$ cat src/rtl/dino_jump_ctrl_pkg.sv
// Shared game package: top-level game state, dino jump phase and a small
// helper for sizing counters.
//   state_t      : game FSM state driven by the game controller
//   jump_phase_t : vertical-motion phase of the dino sprite
//   cnt_width()  : bits needed to hold the values 0..max_val (at least 1)
package dino_jump_ctrl_pkg;

  typedef enum logic [1:0] {
    IDLE = 2'd0,
    RUN  = 2'd1,
    WIN  = 2'd2,
    OVER = 2'd3
  } state_t;

  typedef enum logic [1:0] {
    GROUND = 2'd0,
    RISE   = 2'd1,
    FALL   = 2'd2
  } jump_phase_t;

  function automatic int unsigned cnt_width(input int unsigned max_val);
    return (max_val < 2) ? 1 : $clog2(max_val + 1);
  endfunction

endpackage

$ cat src/rtl/dino_jump_ctrl_press_debouncer.sv
// press_debouncer: turns a synchronised, bouncy jump button into a single
// one-cycle accept pulse per physical press.
//   i_clk     : system clock
//   i_nrst    : asynchronous active-low reset
//   i_en      : counting enabled (game in RUN); counter held at 0 otherwise
//   i_button  : synchronised button level
//   o_accept  : combinational pulse on the cycle the counter reaches DEBOUNCE
// The counter saturates at DEBOUNCE so a held button never re-fires; the
// armed flag additionally demands a release between two accepted presses,
// which covers leaving and re-entering RUN with the button still held.
module press_debouncer
  import dino_jump_ctrl_pkg::*;
#(
  parameter int unsigned DEBOUNCE = 300000
) (
  input  logic i_clk,
  input  logic i_nrst,
  input  logic i_en,
  input  logic i_button,
  output logic o_accept
);

  localparam int unsigned     CW     = cnt_width(DEBOUNCE);
  localparam logic [CW-1:0]   C_MAX  = CW'(DEBOUNCE);
  localparam logic [CW-1:0]   C_LAST = CW'(DEBOUNCE - 1);

  logic [CW-1:0] r_cnt;
  logic          r_armed;
  logic          w_accept;

  // The press is accepted while the counter steps from DEBOUNCE-1 to
  // DEBOUNCE, so the consumer reacts on that same edge.
  assign w_accept = i_en && i_button && r_armed && (r_cnt == C_LAST);
  assign o_accept = w_accept;

  always_ff @(posedge i_clk or negedge i_nrst) begin
    if (!i_nrst) begin
      r_cnt   <= '0;
      r_armed <= 1'b0;
    end else begin
      if (!i_en || !i_button) begin
        r_cnt <= '0;
      end else if (r_cnt != C_MAX) begin
        r_cnt <= r_cnt + 1'b1;
      end

      if (!i_button) begin
        r_armed <= 1'b1;
      end else if (w_accept) begin
        r_armed <= 1'b0;
      end
    end
  end

endmodule

$ cat src/rtl/dino_jump_ctrl.sv
// dino_jump_ctrl: vertical-motion controller for the dino sprite.
//   clk, nRst     : system clock, asynchronous active-low reset
//   button        : synchronised jump button
//   state         : game state (IDLE/RUN/WIN/OVER)
//   drawDoneDino  : renderer finished redrawing the dino
//   dinoY         : current Y position (floor = FLOOR_Y, upward positive)
//   v             : signed vertical velocity, upward positive
//   dinoJumpGood  : one-cycle pulse on takeoff
//   airborne      : high while not resting on the floor
//   landed        : one-cycle pulse on touchdown
//   dinoMovement  : sticky "redraw needed" flag, cleared by drawDoneDino
// Physics advance once per TICK_DIV cycles while in RUN. Holding the button
// during ascent suppresses gravity for up to MAX_HOLD ticks (variable jump
// height). Position is clamped to [FLOOR_Y, CEIL_Y].
module dino_jump_ctrl
  import dino_jump_ctrl_pkg::*;
#(
  parameter int unsigned Y_W      = 8,
  parameter int unsigned V_W      = 8,
  parameter int unsigned FLOOR_Y  = 101,
  parameter int unsigned CEIL_Y   = 200,
  parameter int unsigned JUMP_V   = 10,
  parameter int unsigned GRAVITY  = 1,
  parameter int unsigned MAX_HOLD = 4,
  parameter int unsigned TICK_DIV = 400000,
  parameter int unsigned DEBOUNCE = 300000
) (
  input  logic                  clk,
  input  logic                  nRst,
  input  logic                  button,
  input  state_t                state,
  input  logic                  drawDoneDino,
  output logic [Y_W-1:0]        dinoY,
  output logic signed [V_W-1:0] v,
  output logic                  dinoJumpGood,
  output logic                  airborne,
  output logic                  landed,
  output logic                  dinoMovement
);

  // Position sums use Y_W+2 signed bits so that a downward step below zero
  // and an upward step past 2^Y_W are both visible to the clamps.
  localparam int unsigned SW = Y_W + 2;
  localparam int unsigned TW = cnt_width(TICK_DIV - 1);
  localparam int unsigned HW = cnt_width(MAX_HOLD);

  localparam logic [TW-1:0]         T_LAST    = TW'(TICK_DIV - 1);
  localparam logic [HW-1:0]         H_MAX     = HW'(MAX_HOLD);
  localparam logic [Y_W-1:0]        Y_FLOOR   = Y_W'(FLOOR_Y);
  localparam logic [Y_W-1:0]        Y_CEIL    = Y_W'(CEIL_Y);
  localparam logic [Y_W-1:0]        Y_TAKEOFF = Y_W'(FLOOR_Y + JUMP_V);
  localparam logic signed [SW-1:0]  S_FLOOR   = SW'(FLOOR_Y);
  localparam logic signed [SW-1:0]  S_CEIL    = SW'(CEIL_Y);
  localparam logic signed [V_W-1:0] V_JUMP    = V_W'(JUMP_V);
  localparam logic signed [V_W-1:0] V_MIN     = {1'b1, {(V_W-1){1'b0}}};
  localparam logic signed [V_W:0]   G_EXT     = (V_W+1)'(GRAVITY);

  // Registered state
  jump_phase_t           r_phase;
  logic [Y_W-1:0]        r_y;
  logic signed [V_W-1:0] r_v;
  logic [HW-1:0]         r_hold;
  logic [TW-1:0]         r_tcnt;
  logic                  r_jump;
  logic                  r_land;
  logic                  r_air;
  logic                  r_mov;

  // Next-state and datapath
  jump_phase_t           w_phase_n;
  logic [Y_W-1:0]        w_y_n;
  logic signed [V_W-1:0] w_v_n;
  logic [HW-1:0]         w_hold_n;
  logic [TW-1:0]         w_tcnt_n;
  logic                  w_jump_n;
  logic                  w_land_n;
  logic                  w_air_n;
  logic                  w_mov_n;

  logic                  w_accept;
  logic                  w_tick;
  logic                  w_hold_tick;
  logic signed [SW-1:0]  w_sum;
  logic signed [V_W:0]   w_v_dec;
  logic signed [V_W-1:0] w_v_grav;
  logic signed [V_W-1:0] w_v_new;

  press_debouncer #(
    .DEBOUNCE (DEBOUNCE)
  ) u_debounce (
    .i_clk    (clk),
    .i_nrst   (nRst),
    .i_en     (state == RUN),
    .i_button (button),
    .o_accept (w_accept)
  );

  assign w_tick      = (r_tcnt == T_LAST);
  assign w_hold_tick = (r_phase == RISE) && button && (r_hold < H_MAX);

  // y zero-extended, v sign-extended; requires V_W < Y_W+2.
  assign w_sum = $signed({2'b00, r_y}) + $signed({{(SW-V_W){r_v[V_W-1]}}, r_v});

  // Gravity step with saturation at the most negative velocity: an overflow
  // of the one-bit-wider difference can only be in the downward direction.
  assign w_v_dec  = $signed({r_v[V_W-1], r_v}) - G_EXT;
  assign w_v_grav = (w_v_dec[V_W] != w_v_dec[V_W-1]) ? V_MIN : w_v_dec[V_W-1:0];
  assign w_v_new  = w_hold_tick ? r_v : w_v_grav;

  always_comb begin
    w_phase_n = r_phase;
    w_y_n     = r_y;
    w_v_n     = r_v;
    w_hold_n  = r_hold;
    w_tcnt_n  = r_tcnt;
    w_jump_n  = 1'b0;
    w_land_n  = 1'b0;

    case (state)
      IDLE: begin
        w_phase_n = GROUND;
        w_y_n     = Y_FLOOR;
        w_v_n     = '0;
        w_hold_n  = '0;
        w_tcnt_n  = '0;
      end
      RUN: begin
        w_tcnt_n = w_tick ? '0 : r_tcnt + 1'b1;
        // Takeoff takes priority and restarts the tick phase, so a tick
        // coinciding with takeoff is dropped.
        if (w_accept && (r_phase == GROUND)) begin
          w_phase_n = RISE;
          w_y_n     = Y_TAKEOFF;
          w_v_n     = V_JUMP;
          w_hold_n  = '0;
          w_tcnt_n  = '0;
          w_jump_n  = 1'b1;
        end else if (w_tick && (r_phase != GROUND)) begin
          if (w_hold_tick) begin
            w_hold_n = r_hold + 1'b1;
          end
          if (w_sum <= S_FLOOR) begin
            w_phase_n = GROUND;
            w_y_n     = Y_FLOOR;
            w_v_n     = '0;
            w_land_n  = 1'b1;
          end else if (w_sum > S_CEIL) begin
            w_phase_n = FALL;
            w_y_n     = Y_CEIL;
            w_v_n     = '0;
          end else begin
            w_y_n     = w_sum[Y_W-1:0];
            w_v_n     = w_v_new;
            w_phase_n = (!w_v_new[V_W-1] && (w_v_new != '0)) ? RISE : FALL;
          end
        end
      end
      default: begin
        // WIN / OVER: motion frozen, tick phase restarts on return to RUN.
        w_tcnt_n = '0;
      end
    endcase

    w_air_n = (w_phase_n != GROUND);

    if (w_y_n != r_y) begin
      w_mov_n = 1'b1;
    end else if (drawDoneDino) begin
      w_mov_n = 1'b0;
    end else begin
      w_mov_n = r_mov;
    end
  end

  always_ff @(posedge clk or negedge nRst) begin
    if (!nRst) begin
      r_phase <= GROUND;
      r_y     <= Y_FLOOR;
      r_v     <= '0;
      r_hold  <= '0;
      r_tcnt  <= '0;
      r_jump  <= 1'b0;
      r_land  <= 1'b0;
      r_air   <= 1'b0;
      r_mov   <= 1'b0;
    end else begin
      r_phase <= w_phase_n;
      r_y     <= w_y_n;
      r_v     <= w_v_n;
      r_hold  <= w_hold_n;
      r_tcnt  <= w_tcnt_n;
      r_jump  <= w_jump_n;
      r_land  <= w_land_n;
      r_air   <= w_air_n;
      r_mov   <= w_mov_n;
    end
  end

  assign dinoY        = r_y;
  assign v            = r_v;
  assign dinoJumpGood = r_jump;
  assign airborne     = r_air;
  assign landed       = r_land;
  assign dinoMovement = r_mov;

endmodule

$ cat config.mk
export PLATFORM = sky130hd
export DESIGN_NAME = dino_jump_ctrl
export DESIGN_NICKNAME = d
export VERILOG_FILES = /design/src/rtl/dino_jump_ctrl_pkg.sv /design/src/rtl/dino_jump_ctrl_press_debouncer.sv /design/src/rtl/dino_jump_ctrl.sv
export SDC_FILE = /design/constraint.sdc
export NUM_CORES = 1
export LEC_CHECK = 0
export CORE_UTILIZATION = 35
export CTS_BUF_LIST = sky130_fd_sc_hd__clkbuf_2
export CTS_CLUSTER_DIAMETER = 100
export DETAILED_ROUTE_END_ITERATION = 8
export GPL_TIMING_DRIVEN = 0
export PLACE_DENSITY = 0.64
export SYNTH_ARGS = -nofsm -noshare
export SYNTH_HDL_FRONTEND = slang
export SYNTH_HIERARCHICAL = 1
export SYNTH_SLANG_ARGS = --single-unit
$ cat constraint.sdc
create_clock -name clk -period 2.95 [get_ports clk]
set_clock_uncertainty 0.1 [all_clocks]
set_input_delay 0.59 -clock clk [delete_from_list [all_inputs] [get_ports clk]]
set_output_delay 0.59 -clock clk [all_outputs]
set_load 0.01 [all_outputs]
Word level (Yosys, flattened, before mapping) --
Cells that the tools add are included.
Word-level totals: flip-flop bits (word level) 64, input bits 6, output and inout bits 20, logic and storage cells 88
Operators by class: $add $sub $neg 5, magnitude comparators 3, eq/ne operators 10, muxes and demuxes 37, reduce and logical (&&, ||, !) cells 22
Operators with widths (count):
- two-way mux 19 bit | 5
- two-way mux 8 bit | 10
- adder 19 x 1 -> 19 bit, second input constant | 2
- equality test 19 bit, second input constant | 2
- one-hot mux 8 bit (2 select lines) | 2
- inequality test 19 bit, second input constant | 1
- adder 9 x 8 -> 10 bit | 1
- greater-than comparator 10 x 9 -> 1 bit, second input constant | 1
- less-or-equal comparator 10 x 8 -> 1 bit, second input constant | 1
- two-way mux 1 bit | 10
- two-way mux 2 bit | 5
- nonzero test 2 bit | 5
- two-way mux 3 bit | 3
- subtractor 8 x 2 -> 9 bit, second input constant | 1
- logical AND 1 bit | 8
- inequality test 8 bit | 1
- nonzero test 8 bit | 1
- inequality test 3 bit, second input constant | 2
- one-hot mux 3 bit (2 select lines) | 1
- equality test 2 x 1 -> 1 bit, second input constant | 2
- zero test 2 bit | 2
- one-hot mux 2 bit (2 select lines) | 1
- adder 3 x 1 -> 3 bit, second input constant | 1
- zero test 1 bit | 3
- 6 further kinds | 6

Longest topological paths before layout --
Gate-level depths: netlist of run 1.
depth after elaboration 13, depth in mapped cells 13, depth with buffers taken out 13

Modules after synthesis --
The synthesis of run 1 kept the hierarchy.
By module, submodules not included:
- dino_jump_ctrl | times used 1, cells each 340, area an instance 2981.6 sq um, seq. area each 1106.1 sq um
- press_debouncer | times used 1, cells each 124, area an instance 1133.6 sq um, seq. area each 500.5 sq um

Least setup slack after synthesis of run 1 --
No wires, ideal clock.
path type flip-flop to flip-flop, from register r_y[0] (netlist: dinoY[0]), to register r_mov (netlist: dinoMovement), library setup time 0.139 ns, data arrival time 2.997 ns, data required time 2.711 ns, path slack -0.285 ns, cell stages (with the launch flop) 13, buffers on the path 0, clock period less this slack 3.235 ns, cell sequence dfstp_2 ha_1 inv_1 fa_1 nand2b_1 a21oi_1 o32ai_1 or2_2 o21bai_1 a21oi_1 or2_2 a311oi_1 nand3_1
Between the ends: word-level cells in the longest chain between the ends 9, elaborated cells on any way between the ends 11, classes of those cells 1 x add/sub; 2 x order compare; 1 x eq/ne; 6 x mux; 1 x reduce/logical
RTL lines:
- start, declared | RTL line dino_jump_ctrl.sv:60 | logic [Y_W-1:0] r_y;
- start signal, assigned | RTL line dino_jump_ctrl.sv:188 | r_y <= w_y_n;
- adder 9 x 8 -> 10 bit | RTL line dino_jump_ctrl.sv:102 | assign w_sum = $signed({2'b00, r_y}) + $signed({{(SW-V_W){r_v[V_W-1]}}, r_v});
- greater-than comparator 10 x 9 -> 1 bit | RTL line dino_jump_ctrl.sv:147 | end else if (w_sum > S_CEIL) begin
- two-way mux 8 bit | RTL line dino_jump_ctrl.sv:147
- two-way mux 8 bit | RTL line dino_jump_ctrl.sv:142 | if (w_sum <= S_FLOOR) begin
- two-way mux 8 bit | RTL line dino_jump_ctrl.sv:138 | end else if (w_tick && (r_phase != GROUND)) begin
- two-way mux 8 bit | RTL line dino_jump_ctrl.sv:131 | if (w_accept && (r_phase == GROUND)) begin
- one-hot mux 8 bit (2 select lines) | RTL line dino_jump_ctrl.sv:119 | case (state)
- inequality test 8 bit (*) | RTL line dino_jump_ctrl.sv:166 | if (w_y_n != r_y) begin
- two-way mux 1 bit / nonzero test 2 bit (equally long branches)
- end signal, assigned | RTL line dino_jump_ctrl.sv:195 | r_mov <= w_mov_n;
- end, declared | RTL line dino_jump_ctrl.sv:67 | logic r_mov;
Mark *: on every way between the ends. The rest lies on a longest branch, timed or not. A chain may end at the register's enable or synchronous reset.

Worst setup path after layout of run 1 --
Ends and elaborated chain as after synthesis.

==> summary.md, run 1 <==
| Metric | Value |
|---|---|
| Status | finished with violations |
| Failing checks | negative setup slack |
| Worst-path cell chain | ha_4 -> inv_2 -> fa_2 -> buf_4 -> xor2_2 -> nand3b_1 -> a211o_1 -> a31o_4 -> nor3_4 -> nand2_1 -> a311oi_1 -> nand3_1 |
| Pre-CTS setup slack | -0.870 ns |
| Area Overhead vs Synth | 30.8% |
| Drt wl/cell | around 16 um |
| Fin. Hold Viols | 0 |
| Period minus WS final | approximately 3.2 ns |
| DP Area | between 0.004 and 0.005 sq mm |
| CP peak stage delay | a little over 0.6 ns |
| Largest net degree at the start of global routing | 65 |
| Primary FF master, synth | dfrtp_1 |
| R2r endpoint | dinoMovement |
| Maximum clock frequency | around 310 MHz |
| Layout cell share with drive strength beyond 1 | about 26% |
| Part of the cycle the worst path needs | 109% |
| Critical path origin | dinoY[0] |
| RSZ-0062 raised after global routing | yes |
| Relative slew slack | 45.2% |
| FF+latch count, synth | 64 |
| RR Startpoint | dinoY[0] |
| Worst Path Arrival | 3.52 ns |
| Row Count | 39 |
| CTS tree | built |
| Worst setup path category | register to register |
| I/O pin total | 26 |
| DRC Markers | 0 |
| Final WL | 11200 um |
| Critical path peak fanout | 5 |
| Ant. Diodes | 0 |
| Antenna violations before repair | 0 |
| Fin worst setup slack | -0.267 ns |
| Ys Warns | 6 |
| Via count | 3919 |
| PD cells | about 310 mW/mm^2 |
| Seq/Total Area, Yosys | 39.0% |
| Cell internal pwr | around 1.2 mW |
| Switching share of power | 26.5% |
| Worst slew pin tran | ~0.8 ns |
| CP Capture Type | register |
| Element type at the critical path start | register |
| Post-synth EDFFs | 0 |
| Placer Congestion | between 0.8 and 0.9 |
| Syn avg cell area | between 8 and 9 sq um |
| Cells after Synth | 464 |
| Post-DP HPWL | between 7000 and 8000 um |
| Synthesized cell area | approximately 0.004 sq mm |
| Leak | around 2.3 nW |
| Port bufs | 24 |
| Die height | between 100 and 150 um |
| Async SR Flop Fraction | 100% |
| Part of the power in registers | between 50% and 60% |
| Unique masters post-synth | 70 |
| GR Util All Layers | ~18% |
| DIE AREA | roughly 0.012 sq mm |
| CTS sink count | 64 |
| First-pass GRT wire length | about 18000 um |
| Initial Utilization | between 30% and 40% |
| Remaining antenna violation count after routing | 0 |
| Peak supply drop | between 0.2 and 0.3 mV |
| Final nets | 559 |
| Clock network power share | between 30% and 40% |
| # setup viols final | 13 |
| Clock root cell | clkbuf_2 |
| DR pass1 iterations | 6 |
| Crit path max-delay cell type | dfstp_2 |
| Finished layout cell area | ~0.0054 sq mm |
| Vias in the first global route | roughly 3700 |
| Max-slew violations | 0 |
| Core box area | 0.0114 sq mm |
| Total CTS buffers | 9 |
| Gr ovfl total | 0 |
| Clock buffer depth | 2 |
| Worst min path class | input port to asynchronous set/reset pin |
| CP endpoint | dinoMovement |
| CP Buf/Inv Count | 2 |
| CP top delay family | compound AO/OA/AOI/OAI gates |
| Reg2Reg Setup Slack | -0.27 ns |
| P_sw | roughly 0.44 mW |
| Worst-Skew Late Latency | roughly 0.53 ns |
| Max-Cap Viols | 0 |
| 1st-iter DRT viols | about 180 |
| Via/cell ratio | ~5.7 |
| Setup TNS | -1.20 ns |
| H-tree lvl count | 3 |
| Syn nets | between 400 and 500 |
| Critical Path Stages | 12 |
| Reg clk slew, reported paths | around 0.19 ns |
| Gate power share | a little under 8% |
| Die Wd | 110 um |
| Worst path required time | 3.25 ns |
| FF-to-FF path depth | 12 |
cell usage after synthesis (5+ instances only):
| master | count | share of area [%] |
|---|---|---|
| nand3_1 | 21 | 2.6 |
| nor3_1 | 16 | 1.9 |
| nand4_1 | 13 | 2.0 |
| inv_1 | 17 | 1.6 |
| and3_1 | 10 | 1.5 |
| dfrtp_1 | 60 | 36 |
| nor4_1 | 5 | 0.76 |
| nand2_1 | 43 | 3.9 |
| clkbuf_1 | 10 | 0.91 |
| xor2_1 | 19 | 4.0 |
| o21ai_0 | 26 | 3.2 |
| or3_1 | 5 | 0.76 |
| xnor2_1 | 14 | 3.0 |
| ha_1 | 16 | 4.9 |
| nor2b_1 | 5 | 0.76 |
| nor2_1 | 52 | 4.7 |
| a21oi_1 | 30 | 3.6 |
| nand2b_1 | 10 | 1.5 |
cell families after synthesis:
kind of cell,count (synthesis),synth area share (%)
mux,2,0.486
flops,64,39.0
simple gates,209,26.6
fa+ha+maj,17,5.35
xor+xnor,34,7.42
compound gates,111,18.6
buf+inv,27,2.46
placed cells by master, fill, tap and decap left out, drive strengths merged, types with 5 or more instances in the layout:
cell / count
dfrtp: 60
nor2: 52
nand2: 43
buf: 38
a21oi: 30
o21ai: 28
clkdlybuf4s50: 23
nand3: 21
xor2: 19
clkbuf: 19
inv: 18
nor3: 17
ha: 16
xnor2: 15
nand4: 13
and3: 11
nand2b: 10
nor4: 6
or3: 5
nor2b: 5
a22oi: 5
or4: 5
or2: 5
registers in the layout, summed over array words and instances, names as in the netlist:
register and cells:
v 8, dinoY 8, airborne 1, dinoJumpGood 1, dinoMovement 1, r_hold 3, u_debounce/r_cnt 19, u_debounce/r_armed 1
r_phase 2, landed 1, r_tcnt 19
metal layers:
layer  wire, um  GRT usage (%)  up-vias
li1           -              -     1851
met1       4760           23.1     1934
met2       5620           30.1      112
met3        563           4.77       22
met4        258           6.58        0
met5          0              0        -
power groups by stage:
stage / clock network [mW] / logic (mW) / registers, mW
finish: 0.628 / 0.126 / 0.894
global route: 0.688 / 0.142 / 0.896
CTS: 0.656 / 0.122 / 0.894
detailed placement: 0 / 0.113 / 0.910
global placement: 0 / 0.112 / 0.909
floorplan: 0 / 0.0605 / 0.909
final cells by class:
class	instances	area (sq um)
Buffer	10	50.0
Clock buffer	9	45.0
Clock inverter	7	95.1
Tap cell	143	179
Fill cell	1093	6040
Timing Repair Buffer	61	543
Sequential cell	64	1620
Multi-Input combinational cell	373	2790
Inverter	17	63.8
metrics by stage:
stage                     utilization [%]  hold slack, ns  power, mW  cells
after detailed placement             40.3           0.389       1.02    631
after CTS                            44.5         0.00788       1.67    668
final                                47.1          0.0167       1.65    684
after global routing                 47.1          0.0287       1.73    684
after global placement               40.3           0.380       1.02    631
after floorplan                         -           0.194      0.969    464
repair_timing:
action | CTS | global route
hold buffers | 0 | 0
buffers inserted | 21 | 16
setup endpoints to repair | 30 | 20
resized for setup | 44 | 40
pin swaps | 22 | 37
worst min path at each step:
stage                   start    endpoint  slack [ns]  depth (start not counted)
finish                   nRst   r_tcnt[5]        0.02                          1
global route             nRst  r_tcnt[11]        0.03                          1
CTS                      nRst  r_tcnt[11]       0.008                          1
detailed placement  r_hold[1]   r_hold[1]        0.39                          1
global placement    r_hold[0]   r_hold[0]        0.38                          1
floorplan                nRst    airborne        0.19                          0
worst register-to-register path, stage by stage, from the launching register on:
cell and delay (ns):
dfstp_2 0.61, ha_4 0.15, inv_2 0.04, fa_2 0.36, buf_4 0.15, xor2_2 0.24
nand3b_1 0.13, a211o_1 0.34, a31o_4 0.30, nor3_4 0.19, nand2_1 0.11, a311oi_1 0.27
nand3_1 0.12
(Power assumes the default switching activity.)
==> run 2, diff against run 1 <==
Settings changed: SKIP_LAST_GASP from default to 1, SLEW_MARGIN from default to 20.
==> run 2 against run 1 <==
Net effect: the run still ends with negative setup slack left; sequential power barely moved; highest routed layer unchanged; critical path type unchanged; hold slack improved by 0.30 ns; largest cell class unchanged; power is 11% lower; via count shrank 2.5%.
==> summary.md, run 2 (same netlist as run 1, synthesis figures left out) <==
| Metric | Value |
|---|---|
| Status | finished with violations |
| Failing checks | negative setup slack |
| Crit path max-delay cell type | dfstp_2 |
| Initial Utilization | roughly 36% |
| Element type at the critical path start | register |
| First-pass GRT wire length | 18300 um |
| Maximum clock frequency | roughly 310 MHz |
| Antenna violations before repair | 0 |
| Top Registers | r_tcnt x19, u_debounce/r_cnt x19 |
| Post-DP HPWL | approximately 7400 um |
| GR Util All Layers | a little under a fifth |
| Port bufs | 24 |
| I/O pin total | 26 |
| Die height | 110 um |
| Worst slew pin tran | about 0.80 ns |
| DR pass1 iterations | 4 |
| Critical path peak fanout | 5 |
| Worst Path Arrival | ~3.5 ns |
| DRC Markers | 0 |
| Worst setup path category | register to register |
| CP Capture Type | register |
| Leak | about 2.2 nW |
| Total CTS buffers | 9 |
| Peak supply drop | 0.172 mV |
| Reg clk slew, reported paths | between 0.15 and 0.2 ns |
| Worst path required time | about 3.2 ns |
| Clock root cell | clkbuf_2 |
| Worst-path cell chain | ha_4 -> inv_1 -> fa_2 -> xor2_1 -> nand3b_1 -> a211o_1 -> a31o_4 -> a22oi_2 -> o21ai_1 -> a2111oi_2 -> nand3_1 |
| DIE AREA | about 0.012 sq mm |
| Worst min path class | input port to asynchronous set/reset pin |
| 1st-iter DRT viols | 178 |
| Via/cell ratio | 5.62 |
| H-tree lvl count | 3 |
| Drt wl/cell | between 15 and 20 um |
| Clock buffer depth | 2 |
| Area Overhead vs Synth | 26.8% |
| Relative slew slack | a little under half |
| Ant. Diodes | 0 |
| Part of the cycle the worst path needs | 109% |
| Setup TNS | -1.13 ns |
| Remaining antenna violation count after routing | 0 |
| Max-slew violations | 0 |
| CTS sink count | 64 |
| PD cells | 283 mW/mm^2 |
| Gr ovfl total | 0 |
| Commonest non-fill, non-tap cells in the layout | dfrtp_1 (53), nor2_1 (50), nand2_1 (40) |
| Max-Cap Viols | 0 |
| CTS tree | built |
| Via count | roughly 3800 |
| Row Count | 39 |
| CP peak stage delay | 0.62 ns |
| Worst-Skew Late Latency | roughly 0.53 ns |
| Final nets | between 500 and 600 |
| Fin. Hold Viols | 0 |
| Final WL | between 10000 and 15000 um |
| Largest net degree at the start of global routing | between 50 and 60 |
| Die Wd | between 100 and 150 um |
| Fin worst setup slack | -0.266 ns |
| Vias in the first global route | 3741 |
| Layout cell share with drive strength beyond 1 | between 20% and 30% |
| Total power | around 1.5 mW |
| # setup viols final | 8 |
| Placer Congestion | about 0.83 |
| RSZ-0062 raised after global routing | yes |
| Core box area | around 0.011 sq mm |
| Period minus WS final | approximately 3.2 ns |
| Most common cell after layout, fill and taps aside | dfrtp_1 |
run 2: per-layer routing:
metal | global-route usage (%) | wire, um
met1 | 23.4 | 4950
met2 | 31.1 | 5480
met3 | 3.40 | 493
met4 | 7.47 | 191
met5 | 0 | 0
run 2: final timing paths:
path	start	end	slack, ns	depth (start not counted)
setup / recovery	dinoY[0]	dinoMovement	-0.27	11
hold / removal	nRst	r_tcnt[17]	0.32	2
setup reg to reg	dinoY[0]	dinoMovement	-0.27	11
hold reg to reg	r_tcnt[0]	r_tcnt[0]	0.40	1
max in group asynchronous	nRst	dinoY[0]	1.88	3
min in group clk	r_tcnt[0]	r_tcnt[0]	0.40	1
run 2: area by class of cell:
cell class | instances | area, sq um
fillers | 1114 | 6200
multi-input cells | 373 | 2710
flip-flops and latches | 64 | 1620
repair buffers | 57 | 512
well taps | 143 | 179
inverters | 17 | 63.8
plain buffers | 10 | 50.0
clock buffers | 9 | 45.0
clock inverters | 7 | 38.8
run 2: stage by stage:
stage | cell area (sq um) | setup slack (ns) | utilization, % | hold slack [ns] | instances
4_1_cts | 5110 | -0.273 | 44.8 | 0.265 | 673
3_5_place_dp | 4630 | -0.847 | 40.6 | 0.343 | 632
3_3_place_gp | 4610 | -1.25 | 40.3 | 0.380 | 631
5_1_grt | 5220 | -0.405 | 45.7 | 0.264 | 680
2_1_floorplan | 4190 | -0.0824 | - | 0.194 | 464
6_report | 5220 | -0.266 | 45.7 | 0.316 | 680
run 2: where the power goes:
part / switching (mW) / leakage, nW / internal [mW]
Combinational: 0.0801 / 1.31 / 0.0504
Sequential: 0.00808 / 0.860 / 0.886
Clock: 0.348 / 0.0549 / 0.101
run 2: critical path: cells and delay by family (launching register included):
family	cells	cell delay (ns)
and+or+nand+nor	2	0.27
buffers and inverters	1	0.05
adders and majority gates	2	0.48
DFF	1	0.62
xor gates and xnor gates	1	0.39
AOI/OAI and AO/OA	5	1.17
run 2: timing repair:
action | in CTS | in global routing
hold buffers | 1 | 0
setup buffers | 24 | 8
hold endpoints to repair | 20 | 0
cloned | 0 | 0
setup endpoints to repair | 30 | 26
resized for setup | 51 | 10
pin swaps | 29 | 7
